`config.mk`:
```
export PLATFORM = sky130hd
export DESIGN_NAME = bcd_counter_4dig_flat
export DESIGN_NICKNAME = d
export VERILOG_FILES = /design/src/rtl/bcd_counter_4dig_pkg.sv /design/src/rtl/bcd_counter_4dig_if.sv /design/src/rtl/bcd_counter_4dig_digit.sv /design/src/rtl/bcd_counter_4dig.sv /design/src/flat_wrapper.sv
export SDC_FILE = /design/constraint.sdc
export NUM_CORES = 1
export LEC_CHECK = 0
export ABC_CLOCK_PERIOD_IN_PS = 2770
export BUFFER_PORTS_ARGS = -buffer_cell sky130_fd_sc_hd__buf_2
export CELL_PAD_IN_SITES_DETAIL_PLACEMENT = 0
export CELL_PAD_IN_SITES_GLOBAL_PLACEMENT = 1
export CORE_MARGIN = 8
export CORE_UTILIZATION = 30
export CTS_CLUSTER_SIZE = 30
export DETAILED_ROUTE_END_ITERATION = 7
export PLACE_DENSITY = 0.61
export SLEW_MARGIN = 5
export SYNTH_ARGS = -nofsm -noshare
export SYNTH_HDL_FRONTEND = slang
export SYNTH_SLANG_ARGS = --single-unit
```
`constraint.sdc`:
```
create_clock -name CLOCK_50 -period 2.77 [get_ports CLOCK_50]
set_input_delay 0.554 -clock CLOCK_50 [delete_from_list [all_inputs] [get_ports CLOCK_50]]
set_output_delay 0.554 -clock CLOCK_50 [all_outputs]
set_load 0.01 [all_outputs]
```
`src/rtl/bcd_counter_4dig_pkg.sv`:
```
// Shared BCD types, digit limits and digit sanitising used by the counter and decoder stages.
package bcd_pkg;

    typedef logic [3:0] bcd_digit_t;

    localparam bcd_digit_t BCD_MAX = 4'd9;
    localparam bcd_digit_t BCD_MIN = 4'd0;

    // Codes 10..15 are not decimal digits; they collapse to zero.
    function automatic bcd_digit_t bcd_sanitize(input bcd_digit_t d);
        return (d > BCD_MAX) ? BCD_MIN : d;
    endfunction

endpackage

```
`src/rtl/bcd_counter_4dig_if.sv`:
```
// Control/status bundle between the switch/display logic (master) and the BCD counter (slave).
interface bcd_counter_4dig_if #(
    parameter int NDIG = 4
);
    logic                EN;
    logic                UP;
    logic                LOAD;
    logic [4*NDIG-1:0]   LOAD_VAL;
    logic [4*NDIG-1:0]   BCD;
    logic                TICK;
    logic                WRAP;

    modport master (
        output EN, UP, LOAD, LOAD_VAL,
        input  BCD, TICK, WRAP
    );

    modport slave (
        input  EN, UP, LOAD, LOAD_VAL,
        output BCD, TICK, WRAP
    );
endinterface

```
`src/rtl/bcd_counter_4dig_digit.sv`:
```
// Single decade up/down cell; carry_out doubles as the borrow when counting down.
module bcd_digit
    import bcd_pkg::*;
(
    input  logic       clk,
    input  logic       rst,
    input  logic       load,
    input  bcd_digit_t load_val,
    input  logic       step,
    input  logic       up,
    output bcd_digit_t q,
    output logic       carry_out
);

    // Combinational so a carry ripples through every decade within the same cycle.
    assign carry_out = step && (up ? (q == BCD_MAX) : (q == BCD_MIN));

    always_ff @(posedge clk) begin
        // NOTE: non-blocking updates make every cell see its neighbours' pre-edge values.
        if (rst) begin
            q <= BCD_MIN;
        end else if (load) begin
            q <= bcd_sanitize(load_val);
        end else if (step) begin
            if (up) begin
                q <= (q == BCD_MAX) ? BCD_MIN : q + 4'd1;
            end else begin
                q <= (q == BCD_MIN) ? BCD_MAX : q - 4'd1;
            end
        end
    end

endmodule

```
`src/rtl/bcd_counter_4dig.sv`:
```
// Four-digit BCD up/down counter with prescaler, load and wrap flag.
// Define BCD_COUNTER_SATURATE_EN to hold at 9999/0000 instead of wrapping.
module bcd_counter_4dig
    import bcd_pkg::*;
#(
    parameter int PRESCALE = 50000000,
    parameter int NDIG     = 4
) (
    input  logic              CLOCK_50,
    input  logic              RESET,
    bcd_counter_4dig_if.slave bus
);

    localparam int PW = $clog2(PRESCALE);

    logic [PW-1:0]      pcnt;
    logic               tick;
    logic               count_en;
    logic               step_units;
    logic [NDIG:0]      carry;
    logic [4*NDIG-1:0]  bcd;

    assign tick = (pcnt == PW'(PRESCALE - 1));

    // Free-running: only reset touches the prescaler.
    always_ff @(posedge CLOCK_50) begin
        if (RESET) begin
            pcnt <= '0;
        end else if (tick) begin
            pcnt <= '0;
        end else begin
            pcnt <= pcnt + PW'(1);
        end
    end

    assign count_en = tick & bus.EN & ~bus.LOAD;

`ifdef BCD_COUNTER_SATURATE_EN
    logic at_limit;

    assign at_limit   = bus.UP ? (bcd == {NDIG{BCD_MAX}}) : (bcd == {NDIG{BCD_MIN}});
    assign step_units = count_en & ~at_limit;
    assign bus.WRAP   = 1'b0;
`else
    logic wrap_q;

    assign step_units = count_en;

    // Carry out of the top decade is exactly the 9999<->0000 rollover.
    always_ff @(posedge CLOCK_50) begin
        if (RESET) begin
            wrap_q <= 1'b0;
        end else begin
            wrap_q <= carry[NDIG];
        end
    end

    assign bus.WRAP = wrap_q;
`endif

    assign carry[0] = step_units;

    for (genvar i = 0; i < NDIG; i++) begin : g_digit
        bcd_digit u_digit (
            .clk       (CLOCK_50),
            .rst       (RESET),
            .load      (bus.LOAD),
            .load_val  (bus.LOAD_VAL[4*i +: 4]),
            .step      (carry[i]),
            .up        (bus.UP),
            .q         (bcd[4*i +: 4]),
            .carry_out (carry[i+1])
        );
    end

    assign bus.BCD  = bcd;
    assign bus.TICK = tick;

endmodule

```
`src/flat_wrapper.sv`:
```
// flat-port wrapper written by rule: the top's interface ports become plain ports
module bcd_counter_4dig_flat import bcd_pkg::*;
#(
    parameter int PRESCALE = 50000000,
    parameter int NDIG     = 4
)
  (CLOCK_50, RESET, bus_EN, bus_UP, bus_LOAD, bus_LOAD_VAL, bus_BCD, bus_TICK, bus_WRAP);
  bcd_counter_4dig_if #(.NDIG(NDIG)) bus_i ();
  input  logic CLOCK_50;
  input  logic RESET;
  input wire logic [$bits(bus_i.EN)-1:0] bus_EN;
  input wire logic [$bits(bus_i.UP)-1:0] bus_UP;
  input wire logic [$bits(bus_i.LOAD)-1:0] bus_LOAD;
  input wire logic [$bits(bus_i.LOAD_VAL)-1:0] bus_LOAD_VAL;
  output wire logic [$bits(bus_i.BCD)-1:0] bus_BCD;
  output wire logic [$bits(bus_i.TICK)-1:0] bus_TICK;
  output wire logic [$bits(bus_i.WRAP)-1:0] bus_WRAP;
  assign bus_i.EN = bus_EN;
  assign bus_i.UP = bus_UP;
  assign bus_i.LOAD = bus_LOAD;
  assign bus_i.LOAD_VAL = bus_LOAD_VAL;
  assign bus_BCD = bus_i.BCD;
  assign bus_TICK = bus_i.TICK;
  assign bus_WRAP = bus_i.WRAP;
  bcd_counter_4dig #(.PRESCALE(PRESCALE), .NDIG(NDIG)) u_core (.CLOCK_50(CLOCK_50), .RESET(RESET), .bus(bus_i));
endmodule
```
==> metrics.txt <==
# TYPE chip_impl_metric gauge
chip_impl_info{name="yosys.cell_count.top_type",value="sky130_fd_sc_hd__dfxtp_1"} 1
chip_impl_metric{name="place.port_buffers",unit=""} 38
chip_impl_metric{name="synth_seq_area_share",unit=""} 0.3305
chip_impl_metric{name="wl_per_cell",unit="um"} 14.16
chip_impl_metric{name="dieHeight",unit="um"} 109.2
chip_impl_metric{name="die-width",unit="um"} 109.2
chip_impl_metric{name="finalHoldViolations",unit=""} 0
chip_impl_metric{name="maxSlewHeadroom",unit=""} 0.6377
chip_impl_metric{name="clock-sinks",unit=""} 43
chip_impl_metric{name="power.share.sequential",unit=""} 0.523
chip_impl_metric{name="placed_cells_incl_taps",unit=""} 467
chip_impl_metric{name="synth_fp_nets",unit=""} 364
chip_impl_metric{name="syn_area",unit="sq um"} 2605
chip_impl_metric{name="cts_resizes",unit=""} 0
chip_impl_metric{name="final_period_minus_worst_setup_slack",unit="ns"} 2.618
chip_impl_metric{name="clk_pin_slew_worst_paths",unit="ns"} 0.08
chip_impl_metric{name="power.density",unit="nW/um^2"} 430.0
chip_impl_metric{name="core",unit="sq um"} 8551
chip_impl_metric{name="synth.yosys.warnings",unit=""} 0
chip_impl_metric{name="routability_congestion",unit=""} 0.7539
chip_impl_info{name="synth_commonest_cells",value="sky130_fd_sc_hd__dfxtp_1, sky130_fd_sc_hd__nor2_1, sky130_fd_sc_hd__nand2_1"} 1
chip_impl_metric{name="synth_edf_count",unit=""} 0
chip_impl_info{name="worst_setup_path_end_kind",value="primary output"} 1
chip_impl_metric{name="async_sr_flop_fraction",unit=""} 0
chip_impl_metric{name="post-layout-total-power",unit="mW"} 1.272
chip_impl_metric{name="net_switching_fraction_of_the_power",unit=""} 0.2681
chip_impl_info{name="min_path_type",value="register to register"} 1
chip_impl_metric{name="via_count_of_the_first_global_routing_pass",unit=""} 2433
chip_impl_metric{name="cts.path.max_buffers",unit=""} 2
chip_impl_metric{name="clkLatencyLatePin",unit="ns"} 0.30
chip_impl_metric{name="ports",unit=""} 39
chip_impl_info{name="crit_slowest_cell",value="sky130_fd_sc_hd__or4_1"} 1
chip_impl_metric{name="floorplan.die_area",unit="sq um"} 11920
chip_impl_metric{name="dpl_worst_slack",unit="ns"} 0.1534
chip_impl_metric{name="fraction_of_layout_instances_using_a_drive_strength_above_1",unit=""} 0.1526
chip_impl_metric{name="start_util",unit=""} 0.3047
chip_impl_metric{name="p_leak",unit="nW"} 1.054
chip_impl_metric{name="yosysTopAreaCellShare",unit=""} 0.3305
chip_impl_metric{name="post_layout_nonfiller_instances",unit=""} 475
chip_impl_metric{name="finalClockSkew",unit="ns"} 0.008586
chip_impl_metric{name="synth-seq-cells",unit=""} 43
chip_impl_metric{name="cts.repair_timing.setup_buffer_count",unit=""} 0
chip_impl_metric{name="detail_routed_via_count_per_cell",unit=""} 5.112
chip_impl_metric{name="globalRouteTotalUtil",unit=""} 0.1166
chip_impl_metric{name="fin_crit_sh",unit=""} 0.9452
chip_impl_info{name="tritoncts",value="built"} 1
chip_impl_metric{name="vias",unit=""} 2428
chip_impl_metric{name="grt_overflow",unit=""} 0
chip_impl_info{name="setup.worst_path.class",value="register to primary output"} 1
chip_impl_metric{name="synthCells",unit=""} 342
chip_impl_metric{name="antenna_found_initial",unit=""} 0
chip_impl_metric{name="worst-path-max-fanout",unit=""} 6
chip_impl_metric{name="std_cell_rows",unit=""} 34
chip_impl_metric{name="grt_max_degree",unit=""} 29
chip_impl_metric{name="yosys.cell_types.count",unit=""} 49
chip_impl_metric{name="drv_slew",unit=""} 0
chip_impl_metric{name="wl_met1",unit="um"} 3078
chip_impl_info{name="highest_signal_layer_in_the_routed_design",value="met4"} 1
chip_impl_info{name="setup.worst_path.start_class",value="register"} 1
chip_impl_info{name="synth_top_cells_by_area",value="sky130_fd_sc_hd__dfxtp_1, sky130_fd_sc_hd__xnor2_1, sky130_fd_sc_hd__nor2_1"} 1
chip_impl_metric{name="layout.core_utilization",unit=""} 0.3459
chip_impl_metric{name="drt-total-wl",unit="um"} 6725
chip_impl_info{name="outcome",value="finished, final reports clean"} 1
chip_impl_metric{name="cp_num_buf_inv",unit=""} 1
chip_impl_metric{name="drt_first_iter_violations",unit=""} 96
chip_impl_info{name="ys_dominant_reg_cell",value="sky130_fd_sc_hd__dfxtp_1"} 1
chip_impl_metric{name="clock.fmax",unit="MHz"} 381.9
chip_impl_metric{name="syn-mean-instance-area",unit="sq um"} 7.617
chip_impl_metric{name="max-cap-violations",unit=""} 0
chip_impl_info{name="cpLargestDelayFamily",value="simple AND/OR/NAND/NOR gates"} 1
chip_impl_metric{name="area.growth.synth_to_final",unit="%"} 13.54
chip_impl_metric{name="combinationalPowerShare",unit=""} 0.126
chip_impl_metric{name="drtPass1Iterations",unit=""} 4
chip_impl_metric{name="cts_inserted_buffers",unit=""} 5
chip_impl_metric{name="cts_htree_levels",unit=""} 2
chip_impl_metric{name="detailroute.wirelength.met2",unit="um"} 3343
chip_impl_metric{name="grt_first_pass_wirelength",unit="um"} 11400
chip_impl_metric{name="worst_slew_pin_slew",unit="ns"} 0.5429
chip_impl_metric{name="cp_data_required_time",unit="ns"} 2.22
chip_impl_info{name="critical_path.cell_chain",value="or4_1 -> or4_4 -> nor2_1 -> buf_2"} 1
chip_impl_info{name="synth_area_leader_cell",value="sky130_fd_sc_hd__dfxtp_1"} 1
chip_impl_metric{name="cts_hold_buffers",unit=""} 0
chip_impl_metric{name="antenna_viol_nets_final",unit=""} 0
chip_impl_metric{name="internal_power",unit="mW"} 0.9309
chip_impl_metric{name="fillers",unit=""} 916
chip_impl_metric{name="cpPeakStageDelay",unit="ns"} 0.51
chip_impl_metric{name="power_switching",unit="mW"} 0.3410
chip_impl_metric{name="final.setup.tns",unit="ns"} 0
chip_impl_metric{name="power_frac_clock",unit=""} 0.350
chip_impl_metric{name="peak_supply_drop",unit="V"} 0.0001881
chip_impl_metric{name="timing.final.setup_violations",unit=""} 0
chip_impl_metric{name="fin_ws",unit="ns"} 0.1518
chip_impl_metric{name="design.final.nets",unit=""} 388
chip_impl_metric{name="met3_wirelength",unit="um"} 235
chip_impl_metric{name="worst-endpoint-arrival",unit="ns"} 2.06
chip_impl_metric{name="antennaDiodeCount",unit=""} 0
chip_impl_info{name="setup_repair_after_global_routing_missed_its_margin",value="false"} 1
chip_impl_info{name="clock_tree.root_cell",value="sky130_fd_sc_hd__clkbuf_8"} 1
chip_impl_metric{name="dp_hpwl",unit="um"} 4921
chip_impl_metric{name="route.detailed.drc",unit=""} 0
## sequential cells by signal, indices dropped and copies added, names as in the netlist
name,flops
u_core.bus.WRAP,1
u_core.pcnt,26
u_core.g_digit.u_digit.q,16
## cells in the final DEF (no fill, tap or decap), drive strengths merged, types with 3 or more instances in the layout
master | synthesis | layout
and4 | 3 | 3
dfxtp | 43 | 43
inv | 14 | 14
nor2 | 40 | 40
nand2 | 28 | 28
or2 | 3 | 3
clkbuf | 18 | 8
nand3 | 18 | 18
o22ai | 4 | 4
and3 | 5 | 5
a31oi | 5 | 5
nor3 | 11 | 11
or4 | 4 | 4
xor2 | 10 | 10
mux2i | 6 | 6
o21ai | 21 | 21
a211oi | 7 | 7
a22oi | 3 | 3
nor4 | 7 | 7
buf | 6 | 41
nand4 | 3 | 3
xnor2 | 23 | 23
or3 | 9 | 9
and2 | 4 | 4
a21oi | 19 | 19
## routing by layer
| metal | vias to the layer above | GRT usage |
|---|---|---|
| met4 | 0 | 0.03375 |
| met5 | - | 0 |
| met1 | 1126 | 0.1338 |
| met2 | 34 | 0.2110 |
| met3 | 7 | 0.02600 |
| li1 | 1261 | - |
## final timing paths
kind             startpoint                              to  slack (ns)  cells past startpoint
min          u_core.pcnt[0]                  u_core.pcnt[0]        0.45                      1
min reg2reg  u_core.pcnt[0]                  u_core.pcnt[0]        0.45                      1
max          u_core.pcnt[7]                        bus_TICK        0.15                      4
max reg2reg  u_core.pcnt[7]  u_core.g_digit[3].u_digit.q[2]        0.45                      6
## cells by family (layout without fill, tap and decap cells)
| family | Yosys count | after routing | share of synthesized area |
|---|---|---|---|
| AND/OR/NAND/NOR | 147 | 147 | 0.2940 |
| AO/OA/AOI/OAI | 74 | 74 | 0.1801 |
| flip-flops | 43 | 43 | 0.3305 |
| buffers and inverters | 38 | 63 | 0.05668 |
| XOR/XNOR | 33 | 33 | 0.1109 |
| multiplexers | 6 | 6 | 0.02306 |
| adder cells (fa/ha/maj) | 1 | 1 | 0.004802 |
## power by group through the flow
stage,registers (mW),clock network [mW],logic [mW]
after floorplan,0.664,0,0.122
after global placement,0.680,0,0.162
after detailed placement,0.680,0,0.162
after CTS,0.666,0.472,0.163
after global routing,0.670,0.489,0.182
final,0.666,0.446,0.160
## cell type report
class / instances / area, sq um / area share
repair buffers: 41 / 212.7 / 0.07191
clock buffers: 8 / 100.1 / 0.03384
flip-flops and latches: 43 / 860.8 / 0.2910
well taps: 108 / 135.1 / 0.04569
multi-input cells: 261 / 1597 / 0.5398
inverters: 14 / 52.55 / 0.01777
## stage by stage
step           hold WS, ns  cell area (sq um)
5_1_grt             0.4739               2958
6_report            0.4477               2958
2_1_floorplan       0.4132               2605
4_1_cts             0.4512               2958
3_5_place_dp        0.4390               2858
3_3_place_gp        0.4261               2858
Power figures use the tool's default switching activity.
